## config.mk

```make
export PLATFORM = sky130hd
export DESIGN_NAME = ntt_stage_ctrl_flat
export DESIGN_NICKNAME = d
export VERILOG_FILES = /design/src/rtl/ntt_stage_ctrl_pkg.sv /design/src/rtl/ntt_stage_ctrl_if.sv /design/src/rtl/ntt_stage_ctrl_addr_gen.sv /design/src/rtl/ntt_stage_ctrl.sv /design/src/flat_wrapper.sv
export SDC_FILE = /design/constraint.sdc
export NUM_CORES = 1
export LEC_CHECK = 0
export BUFFER_PORTS_ARGS = -buffer_cell sky130_fd_sc_hd__buf_2
export CORE_ASPECT_RATIO = 1.2
export CORE_MARGIN = 5
export CORE_UTILIZATION = 55
export CTS_CLUSTER_SIZE = 30
export DETAILED_ROUTE_END_ITERATION = 10
export PLACE_DENSITY = 0.75
export SLEW_MARGIN = 30
export SYNTH_ARGS = -nofsm -noshare
export SYNTH_HDL_FRONTEND = slang
export SYNTH_SLANG_ARGS = --single-unit
```

## constraint.sdc

```tcl
create_clock -name clk_i -period 8.4 [get_ports clk_i]
set_input_delay 1.68 -clock clk_i [delete_from_list [all_inputs] [get_ports clk_i]]
set_output_delay 1.68 -clock clk_i [all_outputs]
set_load 0.02 [all_outputs]
```

## src/rtl/ntt_stage_ctrl_pkg.sv

```systemverilog
// Shared types and constants for the NTT stage sequencer (package ntt_pkg).
package ntt_pkg;

  typedef enum logic [1:0] {
    IDLE,
    ISSUE,
    DRAIN,
    DONE
  } state_t;

  localparam int N_DEF      = 256;
  localparam int Q          = 8380417;
  localparam int BU_LAT_DEF = 3;
  localparam int ADDR_W_DEF = $clog2(N_DEF);

  typedef logic [ADDR_W_DEF-1:0] addr_t;

endpackage

```

## src/rtl/ntt_stage_ctrl_if.sv

```systemverilog
// Command and memory-side signals of the NTT stage sequencer.
// mode_i / tw_neg_o exist only when NTT_STAGE_CTRL_INTT_EN is defined.
interface ntt_stage_ctrl_if #(
  parameter int ADDR_W = 8
);
  logic              start_i;
  logic              busy_o;
  logic              done_o;
  logic              rd_en_o;
  logic [ADDR_W-1:0] rd_addr1_o;
  logic [ADDR_W-1:0] rd_addr2_o;
  logic [ADDR_W-1:0] tw_addr_o;
  logic              wr_en_o;
  logic [ADDR_W-1:0] wr_addr1_o;
  logic [ADDR_W-1:0] wr_addr2_o;
`ifdef NTT_STAGE_CTRL_INTT_EN
  logic              mode_i;
  logic              tw_neg_o;
`endif

  modport master (
`ifdef NTT_STAGE_CTRL_INTT_EN
    output mode_i,
    input  tw_neg_o,
`endif
    output start_i,
    input  busy_o, done_o, rd_en_o, rd_addr1_o, rd_addr2_o, tw_addr_o,
    input  wr_en_o, wr_addr1_o, wr_addr2_o
  );

  modport slave (
`ifdef NTT_STAGE_CTRL_INTT_EN
    input  mode_i,
    output tw_neg_o,
`endif
    input  start_i,
    output busy_o, done_o, rd_en_o, rd_addr1_o, rd_addr2_o, tw_addr_o,
    output wr_en_o, wr_addr1_o, wr_addr2_o
  );

endinterface

```

## src/rtl/ntt_stage_ctrl_addr_gen.sv

```systemverilog
// Loop counters of the in-place NTT schedule: current butterfly (j, j+len, k)
// plus group/stage boundary flags; inverse ordering with NTT_STAGE_CTRL_INTT_EN.
module ntt_addr_gen #(
  parameter int N      = 256,
  parameter int ADDR_W = $clog2(N)
) (
  input  logic              clk_i,
  input  logic              rst_i,
  input  logic              init_i,
`ifdef NTT_STAGE_CTRL_INTT_EN
  input  logic              inv_i,
  output logic              inv_o,
`endif
  input  logic              step_i,
  input  logic              next_stage_i,
  output logic [ADDR_W-1:0] j_o,
  output logic [ADDR_W-1:0] j2_o,
  output logic [ADDR_W-1:0] k_o,
  output logic              last_in_stage_o,
  output logic              last_stage_o
);
  localparam int LOG_N = $clog2(N);
  localparam logic [ADDR_W-1:0] ONE      = ADDR_W'(1);
  localparam logic [ADDR_W-1:0] LAST_IDX = ADDR_W'(N - 1);

  logic [ADDR_W-1:0] j_q, j_d, j2_q, j2_d, start_q, start_d;
  logic [ADDR_W-1:0] len_q, len_d, k_q, k_d, stage_q, stage_d;
  logic              last_in_group;

  assign last_in_group   = (j_q == start_q + len_q - ONE);
  assign last_in_stage_o = (j_q == LAST_IDX - len_q);
  assign last_stage_o    = (stage_q == ADDR_W'(LOG_N - 1));
  assign j_o  = j_q;
  assign j2_o = j2_q;
  assign k_o  = k_q;

`ifdef NTT_STAGE_CTRL_INTT_EN
  logic inv_q, inv_d;
  assign inv_o = inv_q;
`endif

  // Next group starts at j+len+1, which avoids forming 2*len (overflows when len=N/2).
  always_comb begin
    j_d     = j_q;
    j2_d    = j2_q;
    start_d = start_q;
    len_d   = len_q;
    k_d     = k_q;
    stage_d = stage_q;
`ifdef NTT_STAGE_CTRL_INTT_EN
    inv_d   = inv_q;
`endif
    if (init_i) begin
      j_d     = '0;
      start_d = '0;
      stage_d = '0;
      len_d   = ADDR_W'(N / 2);
      k_d     = ONE;
`ifdef NTT_STAGE_CTRL_INTT_EN
      inv_d = inv_i;
      if (inv_i) begin
        len_d = ONE;
        k_d   = LAST_IDX;
      end
`endif
      j2_d = len_d;
    end else if (step_i) begin
      if (last_in_group) begin
        start_d = j_q + len_q + ONE;
        j_d     = start_d;
`ifdef NTT_STAGE_CTRL_INTT_EN
        k_d     = inv_q ? (k_q - ONE) : (k_q + ONE);
`else
        k_d     = k_q + ONE;
`endif
      end else begin
        j_d = j_q + ONE;
      end
      j2_d = j_d + len_q;
    end else if (next_stage_i) begin
      j_d     = '0;
      start_d = '0;
      stage_d = stage_q + ONE;
`ifdef NTT_STAGE_CTRL_INTT_EN
      len_d   = inv_q ? (len_q << 1) : (len_q >> 1);
`else
      len_d   = len_q >> 1;
`endif
      j2_d = len_d;
    end
  end

  always_ff @(posedge clk_i) begin
    if (rst_i) begin
      j_q     <= '0;
      j2_q    <= '0;
      start_q <= '0;
      len_q   <= '0;
      k_q     <= '0;
      stage_q <= '0;
`ifdef NTT_STAGE_CTRL_INTT_EN
      inv_q   <= 1'b0;
`endif
    end else begin
      j_q     <= j_d;
      j2_q    <= j2_d;
      start_q <= start_d;
      len_q   <= len_d;
      k_q     <= k_d;
      stage_q <= stage_d;
`ifdef NTT_STAGE_CTRL_INTT_EN
      inv_q   <= inv_d;
`endif
    end
  end

endmodule

```

## src/rtl/ntt_stage_ctrl.sv

```systemverilog
// NTT butterfly sequencer: FSM plus write-back address delay line.
// Optional inverse (Gentleman-Sande) schedule via NTT_STAGE_CTRL_INTT_EN.
module ntt_stage_ctrl
  import ntt_pkg::*;
#(
  parameter int N      = N_DEF,
  parameter int BU_LAT = BU_LAT_DEF
) (
  input logic             clk_i,
  input logic             rst_i,
  ntt_stage_ctrl_if.slave bus
);
  localparam int LOG_N  = $clog2(N);
  localparam int ADDR_W = LOG_N;
  localparam int CNT_W  = $clog2(BU_LAT + 1);
  localparam logic [CNT_W-1:0] CNT_LAST = CNT_W'(BU_LAT - 1);

  state_t            state_q, state_d;
  logic              busy_q, busy_d, done_q, done_d, rd_en_q, rd_en_d;
  logic [CNT_W-1:0]  cnt_q, cnt_d;
  logic              init, step, next_stage;
  logic [ADDR_W-1:0] ag_j, ag_j2, ag_k;
  logic              ag_last_in_stage, ag_last_stage;

  logic [BU_LAT-1:0] wr_en_pipe_q, wr_en_pipe_d;
  logic [ADDR_W-1:0] wr_a1_pipe_q [BU_LAT];
  logic [ADDR_W-1:0] wr_a1_pipe_d [BU_LAT];
  logic [ADDR_W-1:0] wr_a2_pipe_q [BU_LAT];
  logic [ADDR_W-1:0] wr_a2_pipe_d [BU_LAT];

`ifdef NTT_STAGE_CTRL_INTT_EN
  logic tw_neg_q, tw_neg_d, ag_inv;
`endif

  ntt_addr_gen #(.N(N), .ADDR_W(ADDR_W)) u_addr_gen (
    .clk_i           (clk_i),
    .rst_i           (rst_i),
    .init_i          (init),
`ifdef NTT_STAGE_CTRL_INTT_EN
    .inv_i           (bus.mode_i),
    .inv_o           (ag_inv),
`endif
    .step_i          (step),
    .next_stage_i    (next_stage),
    .j_o             (ag_j),
    .j2_o            (ag_j2),
    .k_o             (ag_k),
    .last_in_stage_o (ag_last_in_stage),
    .last_stage_o    (ag_last_stage)
  );

  // DRAIN holds reads off for BU_LAT cycles so the next stage never reads a stale word.
  always_comb begin
    state_d    = state_q;
    busy_d     = busy_q;
    done_d     = 1'b0;
    rd_en_d    = 1'b0;
    cnt_d      = cnt_q;
    init       = 1'b0;
    step       = 1'b0;
    next_stage = 1'b0;
`ifdef NTT_STAGE_CTRL_INTT_EN
    tw_neg_d   = 1'b0;
`endif
    case (state_q)
      IDLE: begin
        if (bus.start_i) begin
          state_d = ISSUE;
          busy_d  = 1'b1;
          rd_en_d = 1'b1;
          init    = 1'b1;
`ifdef NTT_STAGE_CTRL_INTT_EN
          tw_neg_d = bus.mode_i;
`endif
        end
      end
      ISSUE: begin
        step  = 1'b1;
        cnt_d = '0;
        if (ag_last_in_stage) begin
          state_d = DRAIN;
        end else begin
          rd_en_d = 1'b1;
`ifdef NTT_STAGE_CTRL_INTT_EN
          tw_neg_d = ag_inv;
`endif
        end
      end
      DRAIN: begin
        if (cnt_q == CNT_LAST) begin
          if (ag_last_stage) begin
            state_d = DONE;
            busy_d  = 1'b0;
            done_d  = 1'b1;
          end else begin
            state_d    = ISSUE;
            rd_en_d    = 1'b1;
            next_stage = 1'b1;
`ifdef NTT_STAGE_CTRL_INTT_EN
            tw_neg_d = ag_inv;
`endif
          end
        end else begin
          cnt_d = cnt_q + CNT_W'(1);
        end
      end
      DONE:    state_d = IDLE;
      default: state_d = IDLE;
    endcase
  end

  always_comb begin
    wr_en_pipe_d[0] = rd_en_q;
    wr_a1_pipe_d[0] = ag_j;
    wr_a2_pipe_d[0] = ag_j2;
    for (int i = 1; i < BU_LAT; i++) begin
      wr_en_pipe_d[i] = wr_en_pipe_q[i-1];
      wr_a1_pipe_d[i] = wr_a1_pipe_q[i-1];
      wr_a2_pipe_d[i] = wr_a2_pipe_q[i-1];
    end
  end

  always_ff @(posedge clk_i) begin
    if (rst_i) begin
      state_q      <= IDLE;
      busy_q       <= 1'b0;
      done_q       <= 1'b0;
      rd_en_q      <= 1'b0;
      cnt_q        <= '0;
      wr_en_pipe_q <= '0;
      for (int i = 0; i < BU_LAT; i++) begin
        wr_a1_pipe_q[i] <= '0;
        wr_a2_pipe_q[i] <= '0;
      end
`ifdef NTT_STAGE_CTRL_INTT_EN
      tw_neg_q     <= 1'b0;
`endif
    end else begin
      state_q      <= state_d;
      busy_q       <= busy_d;
      done_q       <= done_d;
      rd_en_q      <= rd_en_d;
      cnt_q        <= cnt_d;
      wr_en_pipe_q <= wr_en_pipe_d;
      wr_a1_pipe_q <= wr_a1_pipe_d;
      wr_a2_pipe_q <= wr_a2_pipe_d;
`ifdef NTT_STAGE_CTRL_INTT_EN
      tw_neg_q     <= tw_neg_d;
`endif
    end
  end

  assign bus.busy_o     = busy_q;
  assign bus.done_o     = done_q;
  assign bus.rd_en_o    = rd_en_q;
  assign bus.rd_addr1_o = ag_j;
  assign bus.rd_addr2_o = ag_j2;
  assign bus.tw_addr_o  = ag_k;
  assign bus.wr_en_o    = wr_en_pipe_q[BU_LAT-1];
  assign bus.wr_addr1_o = wr_a1_pipe_q[BU_LAT-1];
  assign bus.wr_addr2_o = wr_a2_pipe_q[BU_LAT-1];
`ifdef NTT_STAGE_CTRL_INTT_EN
  assign bus.tw_neg_o   = tw_neg_q;
`endif

endmodule

```

## src/flat_wrapper.sv

```systemverilog
// flat-port wrapper written by rule: the top's interface ports become plain ports
module ntt_stage_ctrl_flat import ntt_pkg::*;
#(
  parameter int N      = N_DEF,
  parameter int BU_LAT = BU_LAT_DEF
)
  (clk_i, rst_i, bus_start_i, bus_busy_o, bus_done_o, bus_rd_en_o, bus_rd_addr1_o, bus_rd_addr2_o, bus_tw_addr_o, bus_wr_en_o, bus_wr_addr1_o, bus_wr_addr2_o);
  ntt_stage_ctrl_if #(.ADDR_W(($clog2(N)))) bus_i ();
  input logic clk_i;
  input logic rst_i;
  input wire logic [$bits(bus_i.start_i)-1:0] bus_start_i;
  output wire logic [$bits(bus_i.busy_o)-1:0] bus_busy_o;
  output wire logic [$bits(bus_i.done_o)-1:0] bus_done_o;
  output wire logic [$bits(bus_i.rd_en_o)-1:0] bus_rd_en_o;
  output wire logic [$bits(bus_i.rd_addr1_o)-1:0] bus_rd_addr1_o;
  output wire logic [$bits(bus_i.rd_addr2_o)-1:0] bus_rd_addr2_o;
  output wire logic [$bits(bus_i.tw_addr_o)-1:0] bus_tw_addr_o;
  output wire logic [$bits(bus_i.wr_en_o)-1:0] bus_wr_en_o;
  output wire logic [$bits(bus_i.wr_addr1_o)-1:0] bus_wr_addr1_o;
  output wire logic [$bits(bus_i.wr_addr2_o)-1:0] bus_wr_addr2_o;
  assign bus_i.start_i = bus_start_i;
  assign bus_busy_o = bus_i.busy_o;
  assign bus_done_o = bus_i.done_o;
  assign bus_rd_en_o = bus_i.rd_en_o;
  assign bus_rd_addr1_o = bus_i.rd_addr1_o;
  assign bus_rd_addr2_o = bus_i.rd_addr2_o;
  assign bus_tw_addr_o = bus_i.tw_addr_o;
  assign bus_wr_en_o = bus_i.wr_en_o;
  assign bus_wr_addr1_o = bus_i.wr_addr1_o;
  assign bus_wr_addr2_o = bus_i.wr_addr2_o;
  ntt_stage_ctrl #(.N(N), .BU_LAT(BU_LAT)) u_core (.clk_i(clk_i), .rst_i(rst_i), .bus(bus_i));
endmodule
```

==> results of run 1 <==
## stage by stage
step           utilization (%)  setup WS, ps
6_report                  60.2          3450
5_1_grt                   60.2          2970
4_1_cts                   60.0          3230
3_5_place_dp              57.7          3240
3_3_place_gp              57.7          3410
2_1_floorplan                -          4000
## sequential cells by signal, summed over array words and instances (netlist names)
register,cells
u_core.bus.rd_en_o,1
u_core.cnt_q,2
u_core.bus.wr_addr2_o,8
u_core.bus.done_o,1
u_core.wr_a1_pipe_d,16
u_core.u_addr_gen.stage_q,8
u_core.u_addr_gen.j_o,8
u_core.wr_a2_pipe_d,16
u_core.u_addr_gen.start_q,8
u_core.u_addr_gen.k_o,8
u_core.bus.wr_addr1_o,8
u_core.wr_en_pipe_q,3
u_core.bus.busy_o,1
u_core.u_addr_gen.j2_o,8
u_core.state_q,2
u_core.u_addr_gen.len_q,8
## logic make-up (layout without fill, tap and decap cells)
| family | Yosys count | after routing | synth area share (%) |
|---|---|---|---|
| compound gates | 99 | 99 | 11.8 |
| simple gates | 201 | 201 | 21.3 |
| mux | 5 | 5 | 1.03 |
| flops | 106 | 106 | 42.5 |
| xor+xnor | 42 | 42 | 7.36 |
| fa+ha+maj | 34 | 34 | 8.96 |
| buf+inv | 78 | 103 | 7.11 |
## final timing paths
check / start / to / slack (ps) / cells past startpoint
worst max-delay path: u_core.u_addr_gen.len_q[1]$_SDFFE_PP0P_ / u_core.u_addr_gen.j2_o[7]$_SDFFE_PP0P_ / 3450 / 22
worst min register to register: u_core.wr_a1_pipe_d[1]$_SDFF_PP0_ / u_core.bus.wr_addr1_o[1]$_SDFF_PP0_ / 430 / 1
worst min-delay path: u_core.wr_a1_pipe_d[1]$_SDFF_PP0_ / u_core.bus.wr_addr1_o[1]$_SDFF_PP0_ / 430 / 1
worst max register to register: u_core.u_addr_gen.len_q[1]$_SDFFE_PP0P_ / u_core.u_addr_gen.j2_o[7]$_SDFFE_PP0P_ / 3450 / 22
## cells in the final DEF (no fill, tap or decap), drive strengths merged, types with 6 or more instances in the layout
cell / Yosys / final
a21oi: 38 / 38
a31oi: 8 / 8
and3: 6 / 6
buf: 19 / 50
clkbuf: 22 / 9
dfxtp: 106 / 106
ha: 31 / 31
inv: 37 / 39
nand2: 51 / 51
nand2b: 11 / 11
nand3: 24 / 24
nand4: 6 / 6
nor2: 30 / 30
nor2b: 55 / 55
o21ai: 24 / 24
xnor2: 21 / 21
xor2: 21 / 21
## power by group
group          switching (mW)  leakage, nW  internal, mW
Clock                   0.194        0.100         0.119
Sequential             0.0104        0.856         0.511
Combinational          0.0402         1.26        0.0212
## final cells by class
cell class,instances,area [um^2],share of cell area (%)
Inverter,37,139,2.57
Tap cell,120,150,2.78
Multi-Input combinational cell,381,2520,46.6
Clock inverter,7,85.1,1.57
Timing Repair Buffer,50,268,4.95
Sequential cell,106,2120,39.2
Clock buffer,9,124,2.29
## routing by layer
layer	GRT usage, %	vias to the layer above
met5	0	-
met4	7.58	0
met3	4.33	20
met2	30.9	84
met1	22.3	1736
li1	-	1898
==> impl_metrics.csv, run 1 <==
group,metric,value,unit
outcome,status,"complete, no violations",
job,cap_violations,0,
global_routing,grt_start_max_net_pins,64,
final_layout,area_delta_synth_final,8.21,%
routing,routed.top_layer,"met4",
clock_network,clkTransAtPathRegs,110,ps
routing,met1_length,4.26,mm
routing,drt-initial-drc-count,142,
sta,tightest_slew,813,ps
clock_network,cts_made_buffers,9,
global_routing,antenna_found_initial,0,
final_layout,finalNonFillerCells,710,
critical_path,cp_num_buf_inv,4,
final_layout,final_area,0.00541,mm^2
placement,portBuffers,46,
critical_path,end_kind,"flop",
critical_path,critPathTopFamily,"adder cells",
routing,totalWireLength,9.64,mm
synthesis,synthTopCellsByArea,"dfxtp_1 (42%), ha_1 (7.8%), nor2b_1 (6.9%)",
synthesis,syn_area_per_cell,8.84,um^2
clock_network,clock_sinks,106,
sta,timing.hold.ws,430,ps
sta,finalHoldViolations,0,
synthesis,synth_flop_cell,"dfxtp_1",
clock_network,cts_root_buf,"clkbuf_8",
synthesis,syn_area,0.00500,mm^2
sta,fin_crit_sh,58.9,%
critical_path,start_kind,"flop",
critical_path,crit_path_max_fanout,18,
critical_path,critPathSlowestCell,"dfxtp_1",
synthesis,synth_most_common_cell,"dfxtp_1",
routing,wl_per_cell,13.6,um
sta,fin_setup_tns,0,ps
clock_network,htreeDepth,3,
placement,dp_cells,693,
synthesis,synth_top_cell_area_share,42.5,%
synthesis,yosysWarnings,0,
synthesis,synth_fp_nets,602,
clock_network,clk_latency,380,ps
die,initial_core_util,55.6,%
critical_path,slowest_delay,470,ps
placement,place_area,0.00518,mm^2
min_path,hp-class,"reg -> reg",
routing,met3_length,446,um
final_layout,fin_nets,622,
placement,gp_congestion,0.908,
critical_path,worst_ep_arrival_time,5210,ps
final_layout,fillers,761,
final_layout,insertedDiodeCount,0,
synthesis,ys_types,48,
global_routing,grt_overflow,0,
clock_network,cts.repair.resized,0,
power_and_ir_drop,power_density,166,mW/mm^2
routing,vias_per_cell,5.26,
critical_path,crit_type,"reg -> reg",
sta,period_needed,4950,ps
final_layout,drive_above_1_share,12.7,%
clock_network,cts_tree,"done",
synthesis,synth_edf_count,0,
power_and_ir_drop,power_leakage,2.21,nW
synthesis,ys_seq_area_share,42.5,%
die,core,0.00899,mm^2
sta,clock_skew,11.3,ps
sta,maxSlewViolCount,0,
routing,drc,0,
routing,firstDrtPassIters,5,
power_and_ir_drop,ir_drop,94.0,uV
critical_path,cp_cell_sequence,"inv_1 -> ha_1 -> inv_1 -> ha_1 -> inv_1 -> fa_1 -> xor2_1 -> xnor2_1 -> nor4_2 -> nand3_2 -> nor3_4 -> buf_8 -> mux2i_1 -> ha_1 -> a21oi_1 -> o211ai_1 -> o21ai_0 -> nand2b_1 -> a21oi_1 -> xnor2_1 -> xnor2_1 -> o22ai_1",
clock_network,clk_path_buf_depth,2,
critical_path,required,8660,ps
sta,relSlewSlack,45.4,%
global_routing,grt_pass1_wl,16.7,mm
power_and_ir_drop,fin_total_pwr,895,uW
clock_network,cts_setup_buffers,0,
placement,dp_hpwl,7.14,mm
sta,fmax,202,MHz
synthesis,synth_area_leader_cell,"dfxtp_1",
routing,vias,3738,
die,die_x,97.0,um
die,die_y,114,um
global_routing,first_global_vias,3622,
die,io_pins,47,
routing,ant_nets,0,
global_routing,grt_util_all_layers,18.2,%
die,die_area,0.0111,mm^2
synthesis,async_flop_share,0,%
synthesis,synth_seq_cells,106,
sta,setup_violations,0,
die,row_count,38,
routing,wl_met2,4.70,mm
sta,rsz0062_at_grt,"false",
clock_network,cts_hold_buf,0,
synthesis,syn_inst,565,
synthesis,synth_common_cells,"dfxtp_1 (106), nor2b_1 (55), nand2_1 (50)",
No activity file was read; power rests on OpenSTA's default activity.
==> run 2, diff against run 1 <==
- CORE_UTILIZATION: 55 -> 53
- clock period: 8.4 -> 4 ns (I/O delays scaled with it)
==> run 2 against run 1 <==
Global-route usage increased by 0.45 points. Largest power group unchanged. Fmax increased by 25%. Critical path depth decreased by 1. Register-to-register slack got worse by 3400 ps. Combinational power increased by 130%. Non-clock buffer count increased by 25. Core utilization increased by 2.7 points.
==> impl_metrics.csv, run 2 (same netlist as run 1, synthesis figures left out) <==
group,metric,value,unit
die,die_y,116,um
clock_network,cts_hold_buf,0,
global_routing,grt_util_all_layers,18.7,%
critical_path,worst_ep_arrival_time,4240,ps
die,core,0.00913,mm^2
final_layout,fin_nets,647,
critical_path,end_kind,"flop",
sta,setup_violations,0,
final_layout,area_delta_synth_final,14.8,%
power_and_ir_drop,ir_drop,208,uV
global_routing,grt_overflow,0,
sta,maxSlewViolCount,0,
global_routing,grt_start_max_net_pins,63,
sta,period_needed,3970,ps
final_layout,drive_above_1_share,19.8,%
sta,fmax,252,MHz
routing,ant_nets,0,
critical_path,r2r-end,"u_core.u_addr_gen.j2_o[7]$_SDFFE_PP0P_",
final_layout,final_cell_mix,"dfxtp_1 (103), nor2b_1 (55), nand2_1 (50), buf_2 (46), a21oi_1 (34)",
min_path,hp-class,"reg -> reg",
job,cap_violations,0,
die,die_area,0.0115,mm^2
clock_network,clock_sinks,106,
critical_path,critPathSlowestCell,"fa_2",
global_routing,antenna_found_initial,0,
placement,gp_congestion,0.945,
final_layout,final_common_cell,"dfxtp_1",
min_path,holdPathEnd,"u_core.bus.wr_addr1_o[5]$_SDFF_PP0_",
placement,portBuffers,46,
die,io_pins,47,
clock_network,clk_latency,380,ps
power_and_ir_drop,power_density,349,mW/mm^2
critical_path,cp_num_buf_inv,4,
global_routing,grt_pass1_wl,17.3,mm
clock_network,clk_path_buf_depth,2,
die,row_count,38,
critical_path,r2r_start,"u_core.u_addr_gen.len_q[1]$_SDFFE_PP0P_",
critical_path,r2r_cells,21,
die,die_x,98.6,um
power_and_ir_drop,power_leakage,2.39,nW
critical_path,required,4270,ps
critical_path,critPathTopFamily,"adder cells",
routing,wl_per_cell,14.4,um
placement,dp_hpwl,7.72,mm
routing,vias_per_cell,5.31,
min_path,min_from,"u_core.wr_a1_pipe_d[5]$_SDFF_PP0_",
sta,clock_skew,8.03,ps
routing,vias,3901,
routing,firstDrtPassIters,4,
routing,totalWireLength,10.6,mm
sta,fin_setup_tns,0,ps
sta,tightest_slew,716,ps
critical_path,r2r_setup_slack,30,ps
routing,drc,0,
outcome,status,"complete, no violations",
sta,fin_crit_sh,99.3,%
critical_path,crit_type,"reg -> reg",
sta,finalHoldViolations,0,
critical_path,cp_cell_sequence,"inv_4 -> ha_4 -> inv_2 -> ha_4 -> inv_2 -> fa_2 -> xnor2_2 -> nor4_2 -> nand3_2 -> nor3_4 -> buf_6 -> mux2i_2 -> ha_1 -> a21oi_2 -> o211ai_1 -> o21ai_1 -> nand2b_1 -> a21oi_2 -> xnor2_1 -> xnor2_1 -> o22ai_1",
global_routing,first_global_vias,3741,
clock_network,clkTransAtPathRegs,110,ps
clock_network,htreeDepth,3,
routing,drt-initial-drc-count,159,
critical_path,slowest_delay,450,ps
sta,relSlewSlack,52.1,%
clock_network,cts_root_buf,"clkbuf_8",
die,initial_core_util,54.7,%
critical_path,crit_path_max_fanout,3,
power_and_ir_drop,fin_total_pwr,2.00,mW
critical_path,start_kind,"flop",
final_layout,insertedDiodeCount,0,
clock_network,cts_made_buffers,9,
sta,rsz0062_at_grt,"true",
clock_network,cts_tree,"done",
min_path,hold_depth,1,
==> run 2: where the power goes <==
part	internal, mW	switching (mW)	leakage (nW)	total (mW)
Combinational	0.0512	0.0929	1.41	0.144
Clock	0.372	0.395	0.122	0.767
Sequential	1.07	0.0192	0.858	1.09
==> run 2: layout make-up <==
class                           count  area, um^2
Fill cell                         796        3390
Multi-Input combinational cell    381        2620
Sequential cell                   106        2130
Timing Repair Buffer               75         455
Tap cell                          120         150
Inverter                           37         141
Clock buffer                        9         124
Clock inverter                      7         119
==> run 2: routing by layer <==
| metal | global-route usage [%] | up-vias | share of wire, % |
|---|---|---|---|
| met1 | 22.2 | 1835 | 43 |
| met3 | 4.12 | 25 | 4.4 |
| met4 | 8.47 | 0 | 3.4 |
| li1 | - | 1960 | - |
| met5 | 0 | - | 0 |
| met2 | 32.5 | 81 | 49 |
==> run 2: timing repair <==
action,4_1_cts,5_1_grt
setup buffers,8,6
gates resized for setup,4,7
pin swaps,16,26
endpoints found under the setup margin,2,4
==> run 2: worst max path at each step <==
stage	endpoint	cells after the start	slack, ps	start
after detailed placement	u_core.u_addr_gen.j2_o[7]$_SDFFE_PP0P_	23	-80	u_core.u_addr_gen.len_q[0]$_SDFFE_PP0P_
after floorplan	u_core.u_addr_gen.j2_o[6]$_SDFFE_PP0P_	22	10	u_core.u_addr_gen.len_q[1]$_SDFFE_PP0P_
after global placement	u_core.u_addr_gen.j2_o[7]$_SDFFE_PP0P_	22	90	u_core.u_addr_gen.len_q[0]$_SDFFE_PP0P_
final	u_core.u_addr_gen.j2_o[7]$_SDFFE_PP0P_	21	30	u_core.u_addr_gen.len_q[1]$_SDFFE_PP0P_
after CTS	u_core.u_addr_gen.j2_o[7]$_SDFFE_PP0P_	22	20	u_core.u_addr_gen.start_q[1]$_SDFFE_PP0P_
after global routing	u_core.u_addr_gen.j2_o[7]$_SDFFE_PP0P_	22	-180	u_core.u_addr_gen.len_q[1]$_SDFFE_PP0P_
==> run 2: through the flow <==
stage | cells | utilization [%] | hold slack (ps) | setup slack [ps] | instance area [um^2]
2_1_floorplan | 565 | - | 414 | 11.1 | 5080
3_3_place_gp | 706 | 58.6 | 415 | 88.8 | 5350
3_5_place_dp | 706 | 58.6 | 422 | -77.2 | 5350
4_1_cts | 729 | 62.0 | 446 | 23.0 | 5660
5_1_grt | 735 | 62.9 | 462 | -185 | 5740
6_report | 735 | 62.9 | 446 | 29.9 | 5740
==> run 3, diff against run 2 <==
- RECOVER_POWER: default -> 25
==> run 3 against run 2 <==
Hold slack hardly changed. Flip-flop and latch count unchanged. Critical path type unchanged. Highest routed layer unchanged. Non-clock buffer count unchanged. Largest power group unchanged. Sequential power hardly changed. Global-route usage unchanged. The flow now finishes with violations (capacitance limit, slew limit). Design area barely moved.
==> impl_metrics.csv, run 3 (same netlist as run 1, synthesis figures left out) <==
group,metric,value,unit
power_and_ir_drop,clockPowerShare,38.3,%
global_routing,grt_start_max_net_pins,63,
routing,totalWireLength,10.6,mm
sta,finalHoldViolations,0,
clock_network,cts_tree,"done",
final_layout,final_area,0.00573,mm^2
power_and_ir_drop,power_frac_seq,54.5,%
sta,fmax,253,MHz
routing,vias_per_cell,5.31,
global_routing,first_global_vias,3741,
sta,maxSlewViolCount,63,
power_and_ir_drop,ir_drop,209,uV
global_routing,use_met2,32.5,%
final_layout,final_util,62.8,%
final_layout,drive_above_1_share,19.5,%
routing,wl_per_cell,14.4,um
critical_path,required,4270,ps
final_layout,final_common_cell,"dfxtp_1",
power_and_ir_drop,p_sw,506,uW
sta,fin_crit_sh,99.0,%
critical_path,crit_type,"reg -> reg",
power_and_ir_drop,power_frac_comb,7.2,%
clock_network,clk_path_buf_depth,2,
placement,place_area,0.00535,mm^2
die,core,0.00913,mm^2
critical_path,crit_path_max_fanout,3,
critical_path,end_kind,"flop",
clock_network,clock_sinks,106,
final_layout,final_cell_mix,"dfxtp_1 (103), nor2b_1 (55), nand2_1 (50), buf_2 (45), a21oi_1 (34)",
global_routing,gr-max-usage-layer,"met2",
clock_network,cts_hold_buf,0,
min_path,hp-class,"reg -> reg",
sta,tightest_slew,2450,ps
global_routing,antenna_found_initial,0,
final_layout,area_delta_synth_final,14.7,%
routing,firstDrtPassIters,4,
die,initial_core_util,54.7,%
clock_network,cts_made_buffers,9,
placement,portBuffers,46,
sta,clock_skew,7.91,ps
die,die_y,116,um
routing,ant_nets,0,
global_routing,grtUsageMet3,4.12,%
sta,fin_setup_tns,0,ps
power_and_ir_drop,power_density,349,mW/mm^2
clock_network,clk_latency,380,ps
die,die_area,0.0115,mm^2
die,die_x,98.6,um
global_routing,grt_util_all_layers,18.7,%
sta,relSlewSlack,-63.6,%
power_and_ir_drop,internal_power,1.49,mW
outcome,status,"complete, but fails checks",
outcome,violations,"capacitance limit, slew limit",
critical_path,worst_ep_arrival_time,4230,ps
sta,setup_violations,0,
critical_path,start_kind,"flop",
global_routing,grt_pass1_wl,17.3,mm
die,row_count,38,
power_and_ir_drop,p_sw_share,25.3,%
clock_network,htreeDepth,3,
global_routing,use_met1,22.2,%
sta,period_needed,3960,ps
sta,timing.hold.ws,446,ps
die,io_pins,47,
sta,rsz0062_at_grt,"true",
routing,drt-initial-drc-count,158,
routing,vias,3902,
job,cap_violations,1,
routing,drc,0,
clock_network,clkTransAtPathRegs,110,ps
power_and_ir_drop,power_leakage,2.38,nW
global_routing,grt_overflow,0,
placement,dp_hpwl,7.72,mm
final_layout,fin_nets,647,
final_layout,insertedDiodeCount,0,
placement,gp_congestion,0.945,
clock_network,cts_root_buf,"clkbuf_8",
run 3: changes by cell type in the layout (fill, tap and decap cells not counted):
cell,previous run,this run
buf_2,46,45
buf_4,27,26
clkbuf_1,0,2
run 3: path summary, 6_finish.rpt:
kind                                                start                                     end  slack (ps)  cells after the start
setup reg to reg  u_core.u_addr_gen.len_q[1]$_SDFFE_PP0P_  u_core.u_addr_gen.j2_o[7]$_SDFFE_PP0P_          40                     21
setup / recovery  u_core.u_addr_gen.len_q[1]$_SDFFE_PP0P_  u_core.u_addr_gen.j2_o[7]$_SDFFE_PP0P_          40                     21
hold / removal          u_core.wr_a1_pipe_d[5]$_SDFF_PP0_     u_core.bus.wr_addr1_o[5]$_SDFF_PP0_         450                      1
hold reg to reg         u_core.wr_a1_pipe_d[5]$_SDFF_PP0_     u_core.bus.wr_addr1_o[5]$_SDFF_PP0_         450                      1
run 3: cell type report:
type	instances	area, um^2
Clock buffer	9	124
Clock inverter	7	119
Fill cell	797	3400
Inverter	37	141
Multi-Input combinational cell	381	2620
Sequential cell	106	2130
Tap cell	120	150
Timing Repair Buffer	75	450
run 3: worst max-delay path, stage by stage, from the launching register on:
cell	delay, ps
dfxtp_4	370
inv_4	40
ha_4	250
inv_2	40
ha_4	150
inv_2	50
fa_2	450
xnor2_2	150
nor4_2	300
nand3_2	140
nor3_4	180
buf_6	160
mux2i_2	230
ha_1	270
a21oi_2	180
o211ai_1	140
o21ai_1	190
nand2b_1	90
a21oi_2	130
xnor2_1	140
xnor2_1	140
o22ai_1	80
run 3: repair_timing:
item                                   CTS  global route
setup endpoints to repair                2             4
pin swaps                               16            26
endpoints found under the hold margin    0             0
gates resized for setup                  4             7
buffers inserted                         8             6
run 3: layer usage:
metal	vias up	wire (um)
li1	1962	-
met1	1832	4520
met2	83	5200
met3	25	477
met4	0	355
met5	-	0
run 3: power by group through the flow:
| stage | combinational [mW] | sequential (mW) | clock [mW] |
|---|---|---|---|
| global placement | 0.137 | 1.11 | 0 |
| CTS | 0.141 | 1.09 | 0.791 |
| floorplan | 0.103 | 1.11 | 0 |
| global route | 0.158 | 1.09 | 0.836 |
| detailed placement | 0.140 | 1.11 | 0 |
| finish | 0.144 | 1.09 | 0.766 |
run 3: per-stage QoR:
stage,worst slack [ps],instances,power (mW)
after global placement,88.8,706,1.25
final,41.2,735,2.00
after detailed placement,-77.2,706,1.25
after floorplan,11.1,565,1.22
after global routing,-187,735,2.09
after CTS,23.0,729,2.02
